### src/rtl/bus_pkg.sv
// Shared definitions for the 65C02 bus responder: address map, register
// offsets, status bit positions and the state/region encodings.
package bus_pkg;

    localparam logic [15:0] RAM_LIMIT = 16'hBFFF;
    localparam logic [15:0] EXT_BASE  = 16'hC100;
    localparam logic [15:0] ROM_BASE  = 16'hE000;

    localparam logic [7:0] REG_STATUS   = 8'h00;
    localparam logic [7:0] REG_MASK     = 8'h01;
    localparam logic [7:0] REG_NMI_TRIG = 8'h02;
    localparam logic [7:0] REG_TMR_LO   = 8'h03;
    localparam logic [7:0] REG_TMR_HI   = 8'h04;

    localparam int ST_EXT_TIMEOUT = 0;
    localparam int ST_TIMER       = 1;

    typedef enum logic [1:0] {EXT_IDLE, EXT_REQ, EXT_DONE} ext_state_t;
    typedef enum logic [1:0] {RGN_RAM, RGN_ROM, RGN_REG, RGN_EXT} region_t;

    // C000-C0FF is the only REG page; everything between it and ROM is EXT.
    function automatic region_t decode_region(input logic [15:0] addr);
        region_t r;
        if (addr <= RAM_LIMIT)     r = RGN_RAM;
        else if (addr >= ROM_BASE) r = RGN_ROM;
        else if (addr >= EXT_BASE) r = RGN_EXT;
        else                       r = RGN_REG;
        return r;
    endfunction

endpackage

### src/rtl/bus_timer.sv
// Reloadable down-counter: ticks once every reload+1 cycles, idle while
// reload is zero. Writing either reload byte restarts the count.
module bus_timer (
    input  logic        clk,
    input  logic        reset,
    input  logic        we_lo,
    input  logic        we_hi,
    input  logic [7:0]  wdata,
    output logic [15:0] reload,
    output logic        tick
);

    logic [15:0] count;
    logic [15:0] reload_next;

    // NOTE: combinational blocks assign every output a default first so no latch is inferred.
    always_comb begin
        reload_next = reload;
        if (we_lo) reload_next[7:0]  = wdata;
        if (we_hi) reload_next[15:8] = wdata;
    end

    assign tick = (reload != 16'h0000) && (count == 16'h0000);

    // NOTE: state registers use non-blocking assignments so all flops update together at the edge.
    always_ff @(posedge clk or posedge reset) begin
        if (reset) begin
            reload <= 16'h0000;
            count  <= 16'h0000;
        end else begin
            reload <= reload_next;
            if (we_lo || we_hi)
                count <= reload_next;
            else if (tick)
                count <= reload;
            else if (reload != 16'h0000)
                count <= count - 16'd1;
        end
    end

endmodule

### src/rtl/cpu_bus_responder.sv
// Memory-bus target for the 65C02 core: region decode, zero-wait RAM/ROM and
// register access, and a wait-state handshake to slow external devices.
module cpu_bus_responder
    import bus_pkg::*;
#(
    parameter int unsigned WAIT_MAX = 64,
    parameter int unsigned NMI_LEN  = 2
) (
    input  logic        clk,
    input  logic        reset,
    input  logic [15:0] AB,
    input  logic [7:0]  DO,
    input  logic        WE,
    output logic [7:0]  DI,
    output logic        rdy,
    output logic        irq,
    output logic        nmi,
    output logic [15:0] mem_addr,
    output logic        mem_we,
    output logic [7:0]  mem_wdata,
    input  logic [7:0]  mem_rdata,
    output logic        ext_req,
    output logic        ext_we,
    output logic [12:0] ext_addr,
    output logic [7:0]  ext_wdata,
    input  logic [7:0]  ext_rdata,
    input  logic        ext_ack
);

    localparam int NMI_W = $clog2(NMI_LEN + 1);

    region_t          region, sel_q;
    ext_state_t       state, state_next;
    logic             ext_start, ext_ack_evt, ext_timeout_evt;
    logic [7:0]       wait_cnt, ext_data_q;
    logic [7:0]       reg_off, reg_rdata, reg_rdata_q;
    logic             reg_we;
    logic [1:0]       status, mask, status_set, status_clr;
    logic [NMI_W-1:0] nmi_cnt;
    logic [15:0]      reload;
    logic             tick;

    assign region    = decode_region(AB);
    assign reg_off   = AB[7:0];
    assign mem_addr  = AB;
    assign mem_wdata = DO;
    assign mem_we    = WE && rdy && (region == RGN_RAM);
    assign reg_we    = WE && rdy && (region == RGN_REG);
    assign nmi       = (nmi_cnt != '0);

    always_ff @(posedge clk or posedge reset) begin
        if (reset) state <= EXT_IDLE;
        else       state <= state_next;
    end

    // rdy is held high while reset is asserted, whatever AB happens to be.
    always_comb begin
        state_next      = state;
        rdy             = 1'b1;
        ext_start       = 1'b0;
        ext_ack_evt     = 1'b0;
        ext_timeout_evt = 1'b0;
        unique case (state)
            EXT_IDLE: if (region == RGN_EXT && !reset) begin
                rdy        = 1'b0;
                ext_start  = 1'b1;
                state_next = EXT_REQ;
            end
            EXT_REQ: begin
                rdy = 1'b0;
                if (ext_ack) begin
                    ext_ack_evt = 1'b1;
                    state_next  = EXT_DONE;
                end else if (wait_cnt == 8'(WAIT_MAX - 1)) begin
                    ext_timeout_evt = 1'b1;
                    state_next      = EXT_DONE;
                end
            end
            EXT_DONE: state_next = EXT_IDLE;
            default:  state_next = EXT_IDLE;
        endcase
    end

    always_ff @(posedge clk or posedge reset) begin
        if (reset) begin
            ext_req    <= 1'b0;
            ext_we     <= 1'b0;
            wait_cnt   <= 8'd0;
            ext_data_q <= 8'h00;
        end else begin
            if (ext_start) begin
                ext_req  <= 1'b1;
                ext_we   <= WE;
                wait_cnt <= 8'd0;
            end else if (ext_ack_evt || ext_timeout_evt) begin
                ext_req <= 1'b0;
                ext_we  <= 1'b0;
            end
            if (state == EXT_REQ) wait_cnt <= wait_cnt + 8'd1;
            if (ext_ack_evt)          ext_data_q <= ext_rdata;
            else if (ext_timeout_evt) ext_data_q <= 8'hFF;
        end
    end

    // NOTE: request address/data are pure datapath, always loaded before ext_req rises, so they carry no reset.
    always_ff @(posedge clk) begin
        if (ext_start) begin
            ext_addr  <= AB[12:0];
            ext_wdata <= DO;
        end
    end

    always_comb begin
        reg_rdata = 8'h00;
        case (reg_off)
            REG_STATUS: reg_rdata = {6'b0, status};
            REG_MASK:   reg_rdata = {6'b0, mask};
            REG_TMR_LO: reg_rdata = reload[7:0];
            REG_TMR_HI: reg_rdata = reload[15:8];
            default:    reg_rdata = 8'h00;
        endcase
    end

    always_comb begin
        status_set                 = 2'b00;
        status_set[ST_EXT_TIMEOUT] = ext_timeout_evt;
        status_set[ST_TIMER]       = tick;
        status_clr = (reg_we && reg_off == REG_STATUS) ? DO[1:0] : 2'b00;
    end

    // Set terms are OR-ed in after the clear so a same-cycle event survives W1C.
    always_ff @(posedge clk or posedge reset) begin
        if (reset) begin
            status      <= 2'b00;
            mask        <= 2'b00;
            nmi_cnt     <= '0;
            irq         <= 1'b0;
            reg_rdata_q <= 8'h00;
            sel_q       <= RGN_REG;
        end else begin
            status <= (status & ~status_clr) | status_set;
            if (reg_we && reg_off == REG_MASK) mask <= DO[1:0];
            if (reg_we && reg_off == REG_NMI_TRIG) nmi_cnt <= NMI_W'(NMI_LEN);
            else if (nmi_cnt != '0)                nmi_cnt <= nmi_cnt - NMI_W'(1);
            irq         <= |(status & mask);
            reg_rdata_q <= reg_rdata;
            sel_q       <= region;
        end
    end

    always_comb begin
        DI = 8'h00;
        case (sel_q)
            RGN_RAM, RGN_ROM: DI = mem_rdata;
            RGN_REG:          DI = reg_rdata_q;
            RGN_EXT:          DI = ext_data_q;
            default:          DI = 8'h00;
        endcase
    end

    bus_timer u_timer (
        .clk    (clk),
        .reset  (reset),
        .we_lo  (reg_we && reg_off == REG_TMR_LO),
        .we_hi  (reg_we && reg_off == REG_TMR_HI),
        .wdata  (DO),
        .reload (reload),
        .tick   (tick)
    );

endmodule

### config.mk
export PLATFORM = sky130hd
export DESIGN_NAME = cpu_bus_responder
export DESIGN_NICKNAME = d
export VERILOG_FILES = /design/src/rtl/bus_pkg.sv /design/src/rtl/bus_timer.sv /design/src/rtl/cpu_bus_responder.sv
export SDC_FILE = /design/constraint.sdc
export NUM_CORES = 1
export LEC_CHECK = 0
export CORE_AREA = 2 2 111 91
export DETAILED_ROUTE_END_ITERATION = 10
export DIE_AREA = 0 0 113 93
export PLACE_DENSITY = 0.78
export SETUP_SLACK_MARGIN = 0.2
export SLEW_MARGIN = 20
export SYNTH_ARGS = -nofsm -noshare
export SYNTH_HDL_FRONTEND = slang
export SYNTH_SLANG_ARGS = --single-unit
### constraint.sdc
create_clock -name clk -period 2.6 [get_ports clk]
set_input_delay 0.52 -clock clk [delete_from_list [all_inputs] [get_ports clk]]
set_output_delay 0.52 -clock clk [all_outputs]
set_load 0.01 [all_outputs]
==> run_results.csv, run 1 <==
group,metric,value,unit
status,status,"finished, violations left",
status,violations_in_the_final_reports,"design-rule violations",
clocking,ctsRootBufferMaster,"sky130_fd_sc_hd__clkbuf_16",
cells_and_area,insertedDiodeCount,0,
synth,yosys_warnings,0,
clocking,clock_latency,350,ps
drt,wl_met2,5830,um
pwr,power.ir.vdd_worst,0.4309,mV
floorplanning,i_o_pins,103,
timing,worst_clock_skew,6.553,ps
pwr,power.density,549.9,nW/um2
placed_design,portBuffers,102,
placed_design,gp_congestion,0.8912,
global_routing,first_global_vias,3807,
setup_path,cp_data_arrival_time,2590,ps
floorplanning,coreArea,9449,um2
clocking,tritoncts,"done",
pwr,pwr-share-comb,0.163,
setup_path,worst_setup_path_end_kind,"register",
setup_path,worstSetupStartpointType,"input pin",
timing,grt_setup_unrepaired,"yes",
clocking,htreeDepth,3,
synth,syn_nets,470,
floorplanning,die_area,10510,um2
synth,syn_area_per_cell,10.84,um2
pwr,seqPwrFrac,0.479,
floorplanning,die_width,113,um
synth,asyncSetResetFlopFracSynth,0.7667,
clocking,cts_bufs_inserted,9,
clocking,max-clock-path-buffers,2,
setup_path,max_fo_critical_path,13,
timing,report.final.slew_viol_count,0,
drt,drt-total-wl,12460,um
cells_and_area,design.final.nets,594,
global_routing,globalRouteOverflowTotal,0,
synth,synth_enable_flop_cells,21,
pwr,share_clk_of_total_power,0.357,
cells_and_area,layout.area.seq,2364,um2
global_routing,initial_antenna_violation_count,0,
timing,fmaxAchievable,423.3,MHz
cells_and_area,number_of_fillers_in_the_final_layout,715,
global_routing,track_usage,0.2424,
global_routing,maximum_number_of_pins_on_one_net_before_global_route_repair,27,
hold_path,holdCritPathClass,"in -> async",
global_routing,global_route_wire_length_before_repair,19710,um
timing,fin_crit_sh,0.9087,
floorplanning,starting_density_of_the_core,0.4853,
floorplanning,die_height,93,um
cells_and_area,stdcell_area,6270,um2
pwr,p_sw_frac,0.2676,
drt,detail_route.wirelength.met1,5376,um
synth,synth_sequential_area_ratio,0.5143,
drt,top_layer,"met4",
placed_design,placement.cell_area,5888,um2
cells_and_area,fin_util,0.6635,
timing,slew_headroom,0.6255,
timing,worst_slew_pin_slew,556.7,ps
clocking,clock_sinks,90,
drt,wire_per_inst,18.56,um
floorplanning,num_rows,32,
timing,finalWorstPathRequiredPeriod,2363,ps
synth,netlist_area,4586,um2
synth,synth_flop_cell,"sky130_fd_sc_hd__dfrtp_1",
cells_and_area,layout-drive-gt1-share,0.2228,
cells_and_area,layout-area-overhead-vs-synth,36.73,%
setup_path,critPathRequiredTime,2830,ps
synth,ys_types,66,
pwr,p_int,2525,uW
drt,firstDrtPassIters,9,
drt,vias_per_cell,5.870,
placed_design,place_hpwl,9022,um
run,drv_cap,0,
timing,setup_viol,0,
clocking,cts.reportedPaths.clkPinSlew,70,ps
timing,hold_viol,0,
timing,final.hold.worst_slack,356.6,ps
drt,antenna_left,0,
drt,dr_vias,3939,
drt,detailedRoute.firstIterationViolations,303,
drt,drcViolationCount,7,
pwr,switching_power,922.7,uW
synth,synth_seq_cells,90,
pwr,finalPower,3448,uW
synth,netlist_instances,423,
pwr,power.leakage,0.002654,uW
setup_path,crit_type,"in -> reg",
cells_and_area,multi_input_comb_area,1992,um2
drt,met3_length,1071,um
==> layout by cell type, fill, tap and decap left out, types with 3 or more instances in the layout <==
master	instances
sky130_fd_sc_hd__edfxtp_1	21
sky130_fd_sc_hd__a32oi_1	3
sky130_fd_sc_hd__a22o_1	5
sky130_fd_sc_hd__inv_6	3
sky130_fd_sc_hd__a21oi_1	14
sky130_fd_sc_hd__or4_1	4
sky130_fd_sc_hd__nor3_1	5
sky130_fd_sc_hd__dfrtp_1	67
sky130_fd_sc_hd__nor3b_1	3
sky130_fd_sc_hd__mux2_2	18
sky130_fd_sc_hd__a22o_2	6
sky130_fd_sc_hd__nor2_1	34
sky130_fd_sc_hd__a22oi_1	12
sky130_fd_sc_hd__a211oi_1	3
sky130_fd_sc_hd__ha_1	3
sky130_fd_sc_hd__nand2b_1	3
sky130_fd_sc_hd__nand3_1	19
sky130_fd_sc_hd__clkdlybuf4s50_1	91
sky130_fd_sc_hd__mux2i_1	12
sky130_fd_sc_hd__xor2_1	4
sky130_fd_sc_hd__o21ai_0	18
sky130_fd_sc_hd__nand4_1	5
sky130_fd_sc_hd__nor4_1	6
sky130_fd_sc_hd__clkbuf_16	9
sky130_fd_sc_hd__a311o_1	3
sky130_fd_sc_hd__xnor2_1	5
sky130_fd_sc_hd__inv_1	10
sky130_fd_sc_hd__dlymetal6s2s_1	5
sky130_fd_sc_hd__buf_12	3
sky130_fd_sc_hd__o211ai_1	4
sky130_fd_sc_hd__nand2_1	36
sky130_fd_sc_hd__buf_4	47
==> path summary, 6_finish.rpt <==
path | start | to | slack [ps] | cells past startpoint
max | AB[4] | u_timer.count[9] | 240 | 5
min | reset | state[0] | 360 | 3
max reg2reg | u_timer.count[9] | u_timer.count[0] | 360 | 6
min reg2reg | ext_data_q[7] | ext_data_q[7] | 500 | 2
max in group asynchronous | reset | u_timer.count[8] | 1700 | 4
min in group clk | AB[11] | ext_addr[11] | 420 | 1
==> per-stage QoR <==
| step | cells | worst slack [ps] | TNS [ps] |
|---|---|---|---|
| floorplan | 423 | 267.0 | 0 |
| global placement | 651 | -542.7 | -3057 |
| detailed placement | 651 | -587.8 | -4877 |
| CTS | 668 | 189.1 | 0 |
| global route | 671 | 176.2 | 0 |
| finish | 671 | 237.4 | 0 |
==> cell usage after synthesis (4+ instances only) <==
| library cell | count | area, um2 |
|---|---|---|
| sky130_fd_sc_hd__o211ai_1 | 4 | 30.03 |
| sky130_fd_sc_hd__mux2_2 | 18 | 202.7 |
| sky130_fd_sc_hd__mux2i_1 | 12 | 120.1 |
| sky130_fd_sc_hd__a22o_2 | 6 | 60.06 |
| sky130_fd_sc_hd__a21oi_1 | 14 | 70.07 |
| sky130_fd_sc_hd__buf_4 | 25 | 187.7 |
| sky130_fd_sc_hd__nand2_1 | 37 | 138.9 |
| sky130_fd_sc_hd__nor2_1 | 34 | 127.6 |
| sky130_fd_sc_hd__xnor2_1 | 5 | 43.79 |
| sky130_fd_sc_hd__a22o_1 | 5 | 43.79 |
| sky130_fd_sc_hd__nor3_1 | 6 | 30.03 |
| sky130_fd_sc_hd__o21ai_0 | 18 | 90.09 |
| sky130_fd_sc_hd__nor4_1 | 8 | 50.05 |
| sky130_fd_sc_hd__nand4_1 | 5 | 31.28 |
| sky130_fd_sc_hd__edfxtp_1 | 21 | 630.6 |
| sky130_fd_sc_hd__a22oi_1 | 12 | 90.09 |
| sky130_fd_sc_hd__or4_1 | 4 | 30.03 |
| sky130_fd_sc_hd__xor2_1 | 4 | 35.03 |
| sky130_fd_sc_hd__clkbuf_1 | 12 | 45.04 |
| sky130_fd_sc_hd__dfrtp_1 | 68 | 1702 |
| sky130_fd_sc_hd__inv_1 | 12 | 45.04 |
| sky130_fd_sc_hd__nand3_1 | 19 | 95.09 |
==> worst max-delay path, cell delays in order <==
cell                              delay [ps]
sky130_fd_sc_hd__clkdlybuf4s50_1         430
sky130_fd_sc_hd__or4_4                   550
sky130_fd_sc_hd__or2_4                   270
sky130_fd_sc_hd__or3_4                   440
sky130_fd_sc_hd__a311o_1                 380
==> metal layers <==
metal  GRT usage  up-vias
met5           0        -
met4     0.06301        0
met3     0.08296       23
met2      0.3862      187
met1      0.3197     1937
li1            -     1792
==> flip-flops by register name (all words and copies together), names as in the netlist <==
register / count
ext_we: 1
ext_addr: 13
irq: 1
wait_cnt: 8
u_timer.reload: 16
mask: 2
state: 2
ext_data_q: 8
ext_req: 1
u_timer.count: 16
sel_q: 2
reg_rdata_q: 8
status: 2
nmi_cnt: 2
ext_wdata: 8
==> cell type report <==
cell class / instances / share of cell area
timing repair buffer: 154 / 0.2305
multi-input combinational: 280 / 0.3177
tap: 119 / 0.02375
clock inverter: 7 / 0.007982
clock buffer: 9 / 0.03592
inverter: 12 / 0.007184
sequential: 90 / 0.3770
==> cells by family after synthesis <==
logic type	share of synthesized area
AOI/OAI and AO/OA	0.1465
xor gates and xnor gates	0.01719
adders and majority gates	0.008186
buffers and inverters	0.06767
DFF	0.5143
muxes	0.07694
and+or+nand+nor	0.1692
==> power groups by stage <==
stage / combinational [uW] / sequential (uW) / clock [uW]
global route: 626 / 1670 / 1300
floorplan: 302 / 1650 / 0
detailed placement: 558 / 1680 / 0
CTS: 563 / 1650 / 1240
global placement: 535 / 1670 / 0
finish: 563 / 1650 / 1230
==> what timing repair did <==
action	4_1_cts	5_1_grt
pin swaps	3	4
hold buffers	0	0
setup endpoints to repair	10	20
gates cloned	0	1
gates resized for setup	15	21
setup buffers	1	2
Power figures use the tool's default switching activity.
==> inputs of run 2 (changes only) <==
CORE_AREA = 2 2 116 96   (was 2 2 111 91)
DIE_AREA = 0 0 118 98   (was 0 0 113 93)
PLACE_DENSITY = 0.72   (was 0.78)
==> run_results.csv, run 2 (same netlist as run 1, synthesis figures left out) <==
group,metric,value,unit
floorplanning,die_height,98,um
pwr,power.ir.vdd_worst,0.4127,mV
floorplanning,die_area,11560,um2
cells_and_area,design.final.nets,594,
drt,wire_per_inst,18.08,um
clocking,ctsRootBufferMaster,"sky130_fd_sc_hd__clkbuf_16",
timing,setup_viol,0,
placed_design,gp_congestion,0.8779,
timing,fmaxAchievable,419.5,MHz
drt,drt-total-wl,12580,um
setup_path,max_fo_critical_path,13,
cells_and_area,insertedDiodeCount,0,
setup_path,crit_type,"in -> reg",
cells_and_area,layout.cells.most_common,"sky130_fd_sc_hd__clkdlybuf4s50_1",
pwr,finalPower,3684,uW
drt,antenna_left,0,
cells_and_area,layout-drive-gt1-share,0.2065,
floorplanning,die_width,118,um
setup_path,cp_data_arrival_time,2620,ps
global_routing,globalRouteOverflowTotal,0,
placed_design,portBuffers,102,
clocking,cts.reportedPaths.clkPinSlew,70,ps
floorplanning,num_rows,34,
drt,detailedRoute.firstIterationViolations,287,
placed_design,place_hpwl,9027,um
timing,worst_slew_pin_slew,573.0,ps
timing,final.hold.worst_slack,473.9,ps
setup_path,critPathRequiredTime,2840,ps
global_routing,initial_antenna_violation_count,0,
setup_path,worstSetupStartpointType,"input pin",
clocking,cts_bufs_inserted,9,
clocking,max-clock-path-buffers,2,
cells_and_area,top_flop_regs,"u_timer.count: 16 flops, u_timer.reload: 16 flops, ext_addr: 13 flops",
timing,finalWorstPathRequiredPeriod,2384,ps
clocking,tritoncts,"done",
cells_and_area,layout-area-overhead-vs-synth,38.20,%
global_routing,global_route_wire_length_before_repair,20490,um
floorplanning,i_o_pins,103,
status,status,"finished clean",
clocking,clock_latency,350,ps
global_routing,maximum_number_of_pins_on_one_net_before_global_route_repair,70,
global_routing,track_usage,0.2252,
floorplanning,coreArea,10510,um2
run,drv_cap,0,
timing,finalSetupTns,0,ps
timing,grt_setup_unrepaired,"yes",
setup_path,worst_setup_path_end_kind,"register",
pwr,power.leakage,0.002662,uW
clocking,clock_sinks,90,
timing,report.final.slew_viol_count,0,
pwr,power.density,581.3,nW/um2
hold_path,holdCritPathClass,"in -> async",
drt,firstDrtPassIters,5,
timing,fin_crit_sh,0.9169,
floorplanning,starting_density_of_the_core,0.4364,
drt,drcViolationCount,0,
timing,worst_clock_skew,8.700,ps
timing,slew_headroom,0.6166,
timing,hold_viol,0,
drt,vias_per_cell,5.583,
cells_and_area,most-common-layout-cells,"sky130_fd_sc_hd__clkdlybuf4s50_1 (91), sky130_fd_sc_hd__dfrtp_1 (67), sky130_fd_sc_hd__buf_4 (48)",
drt,dr_vias,3886,
global_routing,first_global_vias,3929,
clocking,htreeDepth,3,
==> run 2: changes by cell type in the layout (fill, tap and decap cells not counted), moves of 2 or more <==
cell,change
sky130_fd_sc_hd__clkinv_2,-2
sky130_fd_sc_hd__dlygate4sd2_1,+3
sky130_fd_sc_hd__inv_6,-2
sky130_fd_sc_hd__bufinv_16,+2
sky130_fd_sc_hd__clkbuf_1,+2
sky130_fd_sc_hd__clkbuf_2,-2
==> run 2: layer usage <==
layer  routed length, um  global-route usage  vias up
li1                    -                   -     1797
met5                   0                   0        -
met1                5729              0.3137     1936
met4                 157             0.05746        0
met3                 892             0.06951       16
met2                5802              0.3448      137
==> run 2: through the flow <==
stage | instances | utilization | instance area [um2] | setup slack [ps]
6_report | 696 | 0.6031 | 6337 | 215.9
5_1_grt | 696 | 0.6031 | 6337 | 175.9
4_1_cts | 690 | 0.5955 | 6257 | 201.3
3_5_place_dp | 673 | 0.5612 | 5897 | -584.9
3_3_place_gp | 673 | 0.5612 | 5897 | -542.2
2_1_floorplan | 423 | - | 4586 | 267.0
==> run 2: layout make-up <==
cell class	count	area, um2
clock buffer	13	271.5
clock inverter	3	68.82
fill	870	4170
inverter	12	45.04
multi-input combinational	280	1964
sequential	90	2360
tap	144	180.2
timing repair buffer	154	1448
==> run 2: critical path, stage by stage <==
cell and delay [ps]:
sky130_fd_sc_hd__clkdlybuf4s50_1 420, sky130_fd_sc_hd__or4_4 560, sky130_fd_sc_hd__or2_4 260, sky130_fd_sc_hd__or3_4 470, sky130_fd_sc_hd__a311o_1 380
==> run 2: power by group <==
part / internal [uW] / switching, uW / leakage [uW] / total, uW
Clock: 931 / 541 / 0.000166 / 1470
Sequential: 1560 / 92.6 / 0.00107 / 1650
Combinational: 309 / 253 / 0.00143 / 561
Total: 2800 / 886 / 0.00266 / 3680
==> run 2: what timing repair did <==
action,CTS,global route
buffers inserted,1,6
resized for setup,15,10
endpoints found under the setup margin,22,13
pin swaps,2,3
hold buffers,0,0
==> run 2: worst paths after layout <==
check	endpoint	start	depth (start not counted)	slack (ps)
max	u_timer.count[11]	AB[5]	5	220
min	wait_cnt[0]	reset	4	470
max reg2reg	u_timer.count[14]	u_timer.count[9]	5	460
min reg2reg	ext_data_q[6]	ext_data_q[6]	2	500
max in group asynchronous	sel_q[1]	reset	4	1800
min in group clk	ext_data_q[6]	ext_data_q[6]	2	500
